## config.mk

```make
export PLATFORM = sky130hd
export DESIGN_NAME = ula_multiciclo
export DESIGN_NICKNAME = d
export VERILOG_FILES = /design/src/rtl/ula_multiciclo.sv
export SDC_FILE = /design/constraint.sdc
export NUM_CORES = 1
export LEC_CHECK = 0
export CAP_MARGIN = 10
export CORE_ASPECT_RATIO = 1.5
export CORE_MARGIN = 5
export CORE_UTILIZATION = 35
export DETAILED_ROUTE_END_ITERATION = 10
export GPL_TIMING_DRIVEN = 0
export PLACE_DENSITY = 0.6
export RECOVER_POWER = 25
export SLEW_MARGIN = 5
export SYNTH_ARGS = -nofsm -noshare
export SYNTH_HDL_FRONTEND = slang
export SYNTH_SLANG_ARGS = --single-unit
export TNS_END_PERCENT = 50
```

## constraint.sdc

```tcl
create_clock -name clk -period 8 [get_ports clk]
set_clock_uncertainty 0.05 [all_clocks]
set_input_delay 2.4 -clock clk [delete_from_list [all_inputs] [get_ports clk]]
set_output_delay 2.4 -clock clk [all_outputs]
set_load 0.01 [all_outputs]
```

## src/rtl/ula_multiciclo.sv

```systemverilog
// Multi-cycle 74181-style ALU: one 4-bit slice per clock, LSB first, with the
// carry registered between slices. Valid/ready handshakes on both sides.

module ula_slice (
  input  logic [3:0] a,
  input  logic [3:0] b,
  input  logic [3:0] s,
  input  logic       m,
  input  logic       ci,
  output logic [3:0] f,
  output logic       co,
  output logic       c3
);
  logic [3:0] p, q;
  logic [4:0] sum;

  // Arithmetic is F = P + Q + ci; "-1" rows use Q = all ones.
  always_comb begin
    p = a;
    q = '0;
    unique case (s)
      4'b0000: begin p = a;      q = 4'h0;    end
      4'b0001: begin p = a | b;  q = 4'h0;    end
      4'b0010: begin p = a | ~b; q = 4'h0;    end
      4'b0011: begin p = 4'h0;   q = 4'hF;    end
      4'b0100: begin p = a;      q = a & ~b;  end
      4'b0101: begin p = a | b;  q = a & ~b;  end
      4'b0110: begin p = a;      q = ~b;      end
      4'b0111: begin p = a & ~b; q = 4'hF;    end
      4'b1000: begin p = a;      q = a & b;   end
      4'b1001: begin p = a;      q = b;       end
      4'b1010: begin p = a | ~b; q = a & b;   end
      4'b1011: begin p = a & b;  q = 4'hF;    end
      4'b1100: begin p = a;      q = a;       end
      4'b1101: begin p = a | b;  q = a;       end
      4'b1110: begin p = a | ~b; q = a;       end
      default: begin p = a;      q = 4'hF;    end
    endcase
    sum = {1'b0, p} + {1'b0, q} + {4'b0, ci};

    f  = sum[3:0];
    co = sum[4];
    // Carry into bit 3 recovered from the sum bit; feeds signed overflow.
    c3 = p[3] ^ q[3] ^ sum[3];

    if (m) begin
      co = 1'b0;
      c3 = 1'b0;
      unique case (s)
        4'b0000: f = ~a;
        4'b0001: f = ~(a | b);
        4'b0010: f = ~a & b;
        4'b0011: f = 4'h0;
        4'b0100: f = ~(a & b);
        4'b0101: f = ~b;
        4'b0110: f = a ^ b;
        4'b0111: f = a & ~b;
        4'b1000: f = ~a | b;
        4'b1001: f = ~(a ^ b);
        4'b1010: f = b;
        4'b1011: f = a & b;
        4'b1100: f = 4'hF;
        4'b1101: f = a | ~b;
        4'b1110: f = a | b;
        default: f = a;
      endcase
    end
  end
endmodule

module ula_multiciclo #(
  parameter int WIDTH = 16
) (
  input  logic             clk,
  input  logic             rst_n,
  input  logic             in_valid,
  output logic             in_ready,
  input  logic [WIDTH-1:0] a,
  input  logic [WIDTH-1:0] b,
  input  logic [3:0]       s,
  input  logic             m,
  input  logic             c_in,
  output logic             out_valid,
  input  logic             out_ready,
  output logic [WIDTH-1:0] f,
  output logic             c_out,
  output logic             ovf,
  output logic             zero,
  output logic             a_eq_b
);
  localparam int NSLICE = WIDTH / 4;
  localparam int CW     = (NSLICE > 1) ? $clog2(NSLICE) : 1;

  typedef enum logic [1:0] {IDLE, RUN, DONE} state_t;

  state_t           state;
  logic [WIDTH-1:0] a_sh, b_sh, res, f_nx;
  logic [3:0]       s_r;
  logic             m_r, carry, z_acc, e_acc;
  logic [CW-1:0]    cnt;
  logic [3:0]       sl_f;
  logic             sl_co, sl_c3, sl_z, sl_eq, last;

  // Operands are shifted right each RUN cycle, so the active slice is always [3:0].
  ula_slice u_slice (
    .a  (a_sh[3:0]),
    .b  (b_sh[3:0]),
    .s  (s_r),
    .m  (m_r),
    .ci (carry),
    .f  (sl_f),
    .co (sl_co),
    .c3 (sl_c3)
  );

  assign sl_z  = (sl_f == 4'h0);
  assign sl_eq = (a_sh[3:0] == b_sh[3:0]);
  assign last  = (cnt == CW'(NSLICE - 1));

  // Final result: slices already stored plus the top slice computed this cycle.
  always_comb begin
    f_nx = res;
    f_nx[WIDTH-1 -: 4] = sl_f;
  end

  assign in_ready  = rst_n && (state == IDLE);
  assign out_valid = (state == DONE);

  always_ff @(posedge clk or negedge rst_n) begin
    if (!rst_n) begin
      state  <= IDLE;
      a_sh   <= '0;
      b_sh   <= '0;
      s_r    <= '0;
      m_r    <= 1'b0;
      carry  <= 1'b0;
      cnt    <= '0;
      res    <= '0;
      z_acc  <= 1'b0;
      e_acc  <= 1'b0;
      f      <= '0;
      c_out  <= 1'b0;
      ovf    <= 1'b0;
      zero   <= 1'b0;
      a_eq_b <= 1'b0;
    end else begin
      unique case (state)
        IDLE: if (in_valid) begin
          a_sh  <= a;
          b_sh  <= b;
          s_r   <= s;
          m_r   <= m;
          carry <= c_in;
          cnt   <= '0;
          z_acc <= 1'b1;
          e_acc <= 1'b1;
          state <= RUN;
        end
        RUN: begin
          res[{cnt, 2'b00} +: 4] <= sl_f;
          carry <= sl_co;
          a_sh  <= a_sh >> 4;
          b_sh  <= b_sh >> 4;
          z_acc <= z_acc & sl_z;
          e_acc <= e_acc & sl_eq;
          cnt   <= cnt + 1'b1;
          if (last) begin
            f      <= f_nx;
            c_out  <= sl_co;
            ovf    <= sl_c3 ^ sl_co;
            zero   <= z_acc & sl_z;
            a_eq_b <= e_acc & sl_eq;
            state  <= DONE;
          end
        end
        DONE: if (out_ready) state <= IDLE;
        default: state <= IDLE;
      endcase
    end
  end
endmodule

```

==> impl_metrics.yaml, run 1 <==
run_status:
  status: "finished, final reports clean"
yosys:
  async_flop_share: 1.00
  synth.distinct_cells: 64
  syn-mean-instance-area_sq_um: 9.34
  syn_area_sq_um: 4560
  ys_ff_latch: 76
  synth_edf_count: 0
  yosys_warnings: 0
  ys_seq_area_frac: 0.417
  synthCells: 488
  syn_nets: 555
  synthFlopType: "dfrtp_1"
setup_path:
  cp_max_fo: 70
  crit_type: "primary input to output port"
  cp-end-kind: "output port"
  crit_slowest_cell: "clkdlybuf4s50_1"
  start_kind: "primary input"
  max_stage_delay_ns: 0.57
  critPathArrivalTime_ns: 4.02
  cp.required_ns: 5.55
  worstPathCellList: "clkbuf_1 -> buf_16 -> nor3b_1 -> clkdlybuf4s50_1"
place:
  post-place-ws_ns: 1.81
  port_buffers: 63
  hpwl_mm: 11.0
  routabilityCongestion: 0.984
  placed_area_sq_um: 5410
  dp_cells: 711
final_layout:
  num_antenna_cells: 0
  drive_gt1_frac: 0.107
  final_common_cell: "nand2_1"
  layoutNonFillerInstCount: 727
  layout_common_cells: "nand2_1, dfrtp_1, clkdlybuf4s50_1"
  finalInstanceArea_sq_um: 5690
  syn_to_final_growth_pct: 24.8
  nNetsFinal: 630
  final_core_util: 0.441
sta:
  fin_crit_ns: 6.47
  tightestPinTransition_ns: 0.831
  slew_viol_final: 0
  hold_violations: 0
  maxSlewHeadroom: 0.442
  setup_viol_count_final: 0
  grt_setup_unrepaired: "no"
  timing.fmax_mhz: 155
  finalWorstSetupSlack_ns: 1.53
  period_share: 0.809
clock_network:
  postCtsSetupBuffers: 0
  insertion_delay_ns: 0.34
  cts_made_buffers: 9
  holdBufCountCts: 0
  cts.sinks: 76
  clkTransAtPathRegs_ns: 0.06
  clockRootBuffer: "clkbuf_16"
  cts_tree: "yes"
  htree_num_levels: 3
  clockBufferDepth: 2
  post_cts_resize_count: 0
floorplanning:
  start_util: 0.354
  die-area_sq_um: 15500
  dieWidth_microns: 103
  die-height_microns: 150
  boundaryPins: 64
  core_area_sq_um: 12900
  num_rows: 51
power_and_ir_drop:
  p_sw_frac: 0.479
  total_power_mw: 2.62
  p_leak_nw: 2.40
  seq_power_share: 0.250
  vdd_ir_drop_max_mv: 0.184
  p_per_area_nw_per_um2: 460
  clockPowerShare: 0.146
  p_sw_mw: 1.25
  p_int_mw: 1.37
  p_comb_frac: 0.604
route:
  routed_wl_mm: 14.5
  dr_total_vias: 4054
  drt_pass1_iterations: 5
  drt-initial-drc-count: 225
  drtAntennaViolNets: 0
  routedWlPerCell_microns: 19.9
  drc: 0
  viasPerCell: 5.58
grt:
  grt_max_degree: 71
  grt_pass1_vias: 4226
  grt_pass1_wl_mm: 23.1
  grt_overflow: 0
  grt_usage: 0.195
  antenna_found_initial: 0
flow_run:
  drv_cap: 0
worst_hold_path:
  hold_class: "flip-flop to flip-flop"
[flip-flops by register name, indices dropped and copies added, names as in the netlist]
name / count
res: 12
state: 2
m_r: 1
ovf: 1
carry: 1
cnt: 2
s_r: 4
f: 16
e_acc: 1
zero: 1
c_out: 1
b_sh: 16
a_sh: 16
z_acc: 1
a_eq_b: 1
[logic make-up after synthesis]
kind of cell | count (synthesis) | share of synthesized area
simple gates | 154 | 0.164
mux | 38 | 0.0889
buf+inv | 50 | 0.0519
compound gates | 143 | 0.202
xor+xnor | 2 | 0.00384
flops | 76 | 0.417
fa+ha+maj | 25 | 0.0719
[stage by stage]
stage	hold WS [ns]	setup TNS (ns)
finish	0.428	0
global route	0.466	0
global placement	0.409	-0.693
CTS	0.431	0
floorplan	0.396	0
detailed placement	0.414	0
[power by group through the flow]
| stage | registers (mW) | clock network [mW] | logic [mW] |
|---|---|---|---|
| floorplan | 0.639 | 0 | 1.03 |
| global placement | 0.654 | 0 | 1.56 |
| detailed placement | 0.659 | 0 | 1.57 |
| CTS | 0.653 | 0.391 | 1.58 |
| global route | 0.674 | 0.408 | 1.72 |
| finish | 0.654 | 0.383 | 1.58 |
[worst paths after layout]
path,endpoint,depth (start not counted),startpoint,slack [ns]
setup / recovery,in_ready,4,rst_n,1.53
max in group asynchronous,a_sh[2]$_DFFE_PN0P_,2,rst_n,5.18
setup reg to reg,zero$_DFFE_PN0P_,12,s_r[0]$_DFFE_PN0P_,3.65
min in group asynchronous,m_r$_DFFE_PN0P_,1,rst_n,1.98
hold / removal,b_sh[7]$_DFFE_PN0P_,2,b_sh[11]$_DFFE_PN0P_,0.43
hold reg to reg,b_sh[7]$_DFFE_PN0P_,2,b_sh[11]$_DFFE_PN0P_,0.43
[metal layers]
metal / track usage / vias up / routed length (microns)
li1: - / 1885 / -
met1: 0.223 / 1993 / 5380
met2: 0.344 / 138 / 7750
met3: 0.0252 / 38 / 656
met4: 0.108 / 0 / 693
met5: 0 / - / 0
[layout make-up]
| type | instances | area, sq um |
|---|---|---|
| plain buffers | 34 | 175 |
| fillers | 1267 | 7200 |
| clock inverters | 7 | 57.6 |
| multi-input cells | 362 | 2420 |
| repair buffers | 64 | 652 |
| well taps | 159 | 199 |
| clock buffers | 9 | 225 |
| flip-flops and latches | 76 | 1900 |
| inverters | 16 | 60.1 |
[synth_stat cells (3+ instances only)]
| library cell | n | area share |
|---|---|---|
| nand2_1 | 81 | 0.067 |
| dfrtp_1 | 76 | 0.42 |
| o21ai_0 | 61 | 0.067 |
| ha_1 | 23 | 0.063 |
| a21oi_1 | 22 | 0.024 |
| mux2i_1 | 21 | 0.046 |
| nor2_1 | 21 | 0.017 |
| clkbuf_1 | 17 | 0.014 |
| mux2_2 | 16 | 0.040 |
| inv_1 | 13 | 0.011 |
| nand2b_1 | 10 | 0.014 |
| buf_2 | 9 | 0.0099 |
| a211oi_1 | 7 | 0.012 |
| nand3b_1 | 7 | 0.012 |
| nor3_1 | 6 | 0.0066 |
| o211ai_1 | 6 | 0.0099 |
| nor2b_1 | 5 | 0.0069 |
| o2111ai_1 | 5 | 0.0096 |
| a22oi_1 | 4 | 0.0066 |
| buf_4 | 4 | 0.0066 |
| nor3b_1 | 4 | 0.0066 |
| o21ai_1 | 4 | 0.0044 |
| a21o_1 | 3 | 0.0049 |
| and3b_1 | 3 | 0.0058 |
| buf_6 | 3 | 0.0074 |
| inv_2 | 3 | 0.0025 |
| o31ai_1 | 3 | 0.0049 |
| or3_1 | 3 | 0.0041 |
[critical path, delay by kind of cell]
family / cells / cell delay (ns)
and+or+nand+nor: 1 / 0.24
buffers and inverters: 3 / 1.37
No activity file was read; power rests on OpenSTA's default activity.
==> run 2, diff against run 1 <==
--- a/config.mk
+++ b/config.mk
@@ -11,7 +11,7 @@
 export CORE_UTILIZATION = 35
 export DETAILED_ROUTE_END_ITERATION = 10
 export GPL_TIMING_DRIVEN = 0
-export PLACE_DENSITY = 0.6
+export PLACE_DENSITY = 0.62
 export RECOVER_POWER = 25
 export SLEW_MARGIN = 5
 export SYNTH_ARGS = -nofsm -noshare
==> constraint.sdc (replaced) <==
create_clock -name clk -period 5.75 [get_ports clk]
set_clock_uncertainty 0.05 [all_clocks]
set_input_delay 1.725 -clock clk [delete_from_list [all_inputs] [get_ports clk]]
set_output_delay 1.725 -clock clk [all_outputs]
set_load 0.01 [all_outputs]
==> impl_metrics.yaml, run 2 (synthesized netlist as in run 1, its figures left out) <==
run_status:
  status: "finished with violations"
  violations: "capacitance limit, slew limit"
flow_run:
  drv_cap: 1
final_layout:
  final_core_util: 0.441
  final_common_cell: "nand2_1"
  num_antenna_cells: 0
  syn_to_final_growth_pct: 24.8
  layout_common_cells: "nand2_1, dfrtp_1, clkdlybuf4s50_1"
  nNetsFinal: 630
  layoutNonFillerInstCount: 727
  reg.largest.list: "a_sh: 16 flops, b_sh: 16 flops, f: 16 flops"
  nFillCells: 1255
  drive_gt1_frac: 0.107
power_and_ir_drop:
  p_comb_frac: 0.596
  p_per_area_nw_per_um2: 637
  p_sw_mw: 1.69
  clockPowerShare: 0.155
  seq_power_share: 0.249
  p_int_mw: 1.94
  vdd_ir_drop_max_mv: 0.267
  p_leak_nw: 2.40
  p_sw_frac: 0.466
setup_path:
  reg2reg_from: "s_r[0]$_DFFE_PN0P_"
  cp.required_ns: 3.97
  critPathArrivalTime_ns: 2.86
  cp_max_fo: 31
  crit_type: "primary input to output port"
  start_kind: "primary input"
  cp-end-kind: "output port"
  startpoint: "rst_n"
floorplanning:
  num_rows: 51
  die-area_sq_um: 15500
  core_area_sq_um: 12900
  start_util: 0.354
  die-height_microns: 150
  dieWidth_microns: 103
  boundaryPins: 64
clock_network:
  postCtsSetupBuffers: 0
  clkTransAtPathRegs_ns: 0.06
  post_cts_resize_count: 0
  cts_made_buffers: 9
  holdBufCountCts: 0
  insertion_delay_ns: 0.33
  cts_tree: "yes"
  clockBufferDepth: 2
  htree_num_levels: 3
  cts.sinks: 76
  clockRootBuffer: "clkbuf_16"
place:
  port_buffers: 63
  dp_cells: 711
  hpwl_mm: 10.6
  routabilityCongestion: 0.923
route:
  routedWlPerCell_microns: 18.8
  routed_wl_mm: 13.7
  drc: 0
  drt_pass1_iterations: 4
  dr_total_vias: 3996
  drtAntennaViolNets: 0
  viasPerCell: 5.50
  drt-initial-drc-count: 166
grt:
  grt_max_degree: 48
  antenna_found_initial: 0
  grt_usage: 0.187
  grt_pass1_vias: 4233
  grt_pass1_wl_mm: 22.0
  grt_overflow: 0
worst_hold_path:
  hold_start: "b_sh[7]$_DFFE_PN0P_"
  hold_class: "flip-flop to flip-flop"
sta:
  setup_viol_count_final: 0
  grt_setup_unrepaired: "no"
  fin_crit_ns: 4.64
  timing.fmax_mhz: 216
  hold_violations: 0
  slew_viol_final: 48
  period_share: 0.806
  tightestPinTransition_ns: 2.55
  maxSlewHeadroom: -0.699
[run 2: changes by cell type in the layout (fill, tap and decap cells not counted), sizes merged]
| cell | delta |
|---|---|
| bufinv | +1 |
| inv | -2 |
| clkinv | +1 |
[run 2: path summary, 6_finish.rpt]
check                                             to  slack (ns)  cells past startpoint
worst min-delay path             b_sh[3]$_DFFE_PN0P_        0.43                      2
max in group asynchronous       a_sh[12]$_DFFE_PN0P_        1.65                      2
min in group asynchronous          f[14]$_DFFE_PN0P_        1.26                      1
worst max register to register      zero$_DFFE_PN0P_        1.47                     12
worst min register to register   b_sh[3]$_DFFE_PN0P_        0.43                      2
worst max-delay path                        in_ready        1.11                      3
[run 2: worst max-delay path, cell delays in order]
cell	delay, ns
buf_4	0.32
nor3b_1	0.22
clkdlybuf4s50_1	0.57
[run 2: routing by layer]
layer  global-route usage  vias to the layer above  wire length, microns
met5                    0                        -                     0
met4                0.119                        0                   809
met3               0.0280                       48                   416
met2                0.323                      108                  7270
met1                0.210                     1945                  5200
li1                     -                     1895                     -
[run 2: metrics by stage]
step | setup TNS (ns) | hold slack (ns) | instance area [sq um] | worst slack, ns | power (mW)
after floorplan | 0 | 0.396 | 4560 | 1.94 | 2.33
after global placement | -1.60 | 0.406 | 5390 | -1.60 | 3.04
after detailed placement | 0 | 0.416 | 5410 | 1.06 | 3.07
after CTS | 0 | 0.429 | 5710 | 1.06 | 3.64
after global routing | 0 | 0.453 | 5690 | 0.999 | 3.90
final | 0 | 0.429 | 5690 | 1.11 | 3.63
[run 2: power by group through the flow]
stage | Sequential, mW | Combinational, mW | Clock, mW
after detailed placement | 0.911 | 2.16 | 0
final | 0.904 | 2.16 | 0.562
after CTS | 0.902 | 2.17 | 0.570
after floorplan | 0.889 | 1.44 | 0
after global placement | 0.902 | 2.14 | 0
after global routing | 0.928 | 2.38 | 0.596
[run 2: cell type report]
| cell class | count | area (sq um) | share of cell area |
|---|---|---|---|
| timing repair buffer | 64 | 632 | 0.111 |
| multi-input combinational | 362 | 2420 | 0.425 |
| clock inverter | 7 | 76.3 | 0.0134 |
| buffer | 34 | 175 | 0.0308 |
| clock buffer | 9 | 225 | 0.0396 |
| inverter | 16 | 60.1 | 0.0106 |
| tap | 159 | 199 | 0.0350 |
| sequential | 76 | 1900 | 0.334 |
==> run 3, diff against run 2 <==
==> constraint.sdc (replaced) <==
create_clock -name clk -period 3.9 [get_ports clk]
set_clock_uncertainty 0.05 [all_clocks]
set_input_delay 1.17 -clock clk [delete_from_list [all_inputs] [get_ports clk]]
set_output_delay 1.17 -clock clk [all_outputs]
set_load 0.01 [all_outputs]
==> impl_metrics.yaml, run 3 (synthesized netlist as in run 1, its figures left out) <==
worst_hold_path:
  hold_class: "flip-flop to flip-flop"
sta:
  slew_viol_final: 48
  tightestPinTransition_ns: 2.10
  timing.fmax_mhz: 270
  finalWorstSetupSlack_ns: 0.202
  period_share: 0.948
  grt_setup_unrepaired: "no"
  fin_crit_ns: 3.70
  hold_violations: 0
  setup_viol_count_final: 0
  maxSlewHeadroom: -0.403
  holdWs_ns: 0.429
place:
  placed_area_sq_um: 5410
  dp_cells: 711
  hpwl_mm: 10.6
  port_buffers: 63
  post-place-ws_ns: -0.341
  routabilityCongestion: 0.923
final_layout:
  nNetsFinal: 631
  nFillCells: 1248
  reg.largest.list: "a_sh: 16 flops, b_sh: 16 flops, f: 16 flops"
  drive_gt1_frac: 0.116
  final_common_cell: "nand2_1"
  finalInstanceArea_sq_um: 5730
  layout_common_cells: "nand2_1, dfrtp_1, clkdlybuf4s50_1"
  layoutNonFillerInstCount: 728
  num_antenna_cells: 0
  syn_to_final_growth_pct: 25.6
grt:
  grt_pass1_vias: 4243
  grt_max_degree: 48
  grt_overflow: 0
  grt_usage: 0.187
  antenna_found_initial: 0
  grt_pass1_wl_mm: 22.1
route:
  routedWlPerCell_microns: 18.7
  drt_pass1_iterations: 4
  drt-initial-drc-count: 148
  viasPerCell: 5.42
  drc: 0
  dr_total_vias: 3949
  drtAntennaViolNets: 0
  routed_wl_mm: 13.6
power_and_ir_drop:
  vdd_ir_drop_max_mv: 0.394
  p_leak_nw: 2.42
  total_power_mw: 5.48
  p_per_area_nw_per_um2: 957
setup_path:
  critPathArrivalTime_ns: 3.90
  cp-end-kind: "flip-flop"
  cp_max_fo: 10
  start_kind: "flip-flop"
  crit_type: "flip-flop to flip-flop"
  cp.required_ns: 4.10
clock_network:
  cts.sinks: 76
  clockBufferDepth: 2
  cts_made_buffers: 9
  holdBufCountCts: 0
  clockRootBuffer: "clkbuf_16"
  htree_num_levels: 3
  clkTransAtPathRegs_ns: 0.06
  insertion_delay_ns: 0.34
  cts_tree: "yes"
run_status:
  status: "finished with violations"
  violations: "capacitance limit, slew limit"
floorplanning:
  dieWidth_microns: 103
  die-height_microns: 150
  boundaryPins: 64
  die-area_sq_um: 15500
  start_util: 0.354
  core_area_sq_um: 12900
  num_rows: 51
flow_run:
  drv_cap: 1
[run 3: routing by layer]
layer  global-route usage  wire length [microns]  vias up  share of wire
li1                     -                      -     1893              -
met1                0.210                   5240     1907           0.38
met2                0.324                   7200       99           0.53
met3               0.0280                    414       50          0.030
met4                0.119                    795        0          0.058
met5                    0                      0        -              0
[run 3: final cells by class]
cell class	count	area (sq um)	area share
tap	159	199	0.0347
clock buffer	9	225	0.0393
multi-input combinational	362	2430	0.425
sequential	76	1900	0.332
clock inverter	7	76.3	0.0133
inverter	16	60.1	0.0105
buffer	33	175	0.0306
timing repair buffer	66	656	0.114
[run 3: stage by stage]
stage / utilization / TNS, ns
2_1_floorplan: - / 0
3_3_place_gp: 0.418 / -78.61
3_5_place_dp: 0.420 / -1.44
4_1_cts: 0.445 / 0
5_1_grt: 0.444 / 0
6_report: 0.444 / 0
[run 3: final timing paths]
kind                                     start             endpoint  slack [ns]  depth (start not counted)
setup / recovery            s_r[1]$_DFFE_PN0P_     zero$_DFFE_PN0P_        0.20                         12
hold / removal             b_sh[7]$_DFFE_PN0P_  b_sh[3]$_DFFE_PN0P_        0.43                          2
setup reg to reg            s_r[1]$_DFFE_PN0P_     zero$_DFFE_PN0P_        0.20                         12
hold reg to reg            b_sh[7]$_DFFE_PN0P_  b_sh[3]$_DFFE_PN0P_        0.43                          2
max in group asynchronous                rst_n  a_sh[9]$_DFFE_PN0P_        0.67                          2
min in group asynchronous                rst_n    f[14]$_DFFE_PN0P_        0.70                          1
[run 3: power breakdown]
group          total, mW  internal, mW  switching, mW
clock              0.831         0.498          0.333
combinational       3.32          1.35           1.97
sequential          1.33          1.09          0.237
[run 3: worst max-delay path, stage by stage (launching register included)]
cell	delay (ns)
dfrtp_1	0.45
buf_2	0.24
buf_2	0.26
o21ai_0	0.12
a22o_2	0.30
mux2_2	0.30
fa_1	0.44
fa_1	0.48
nand2_1	0.09
o2111ai_1	0.17
o31ai_4	0.35
nand3_2	0.13
o31ai_2	0.22
[run 3: timing repair]
item / CTS / global route
hold endpoints to repair: 0 / 0
buffers inserted: 2 / 0
pin swaps: 1 / 1
resized for setup: 2 / 3
setup endpoints to repair: 9 / 9
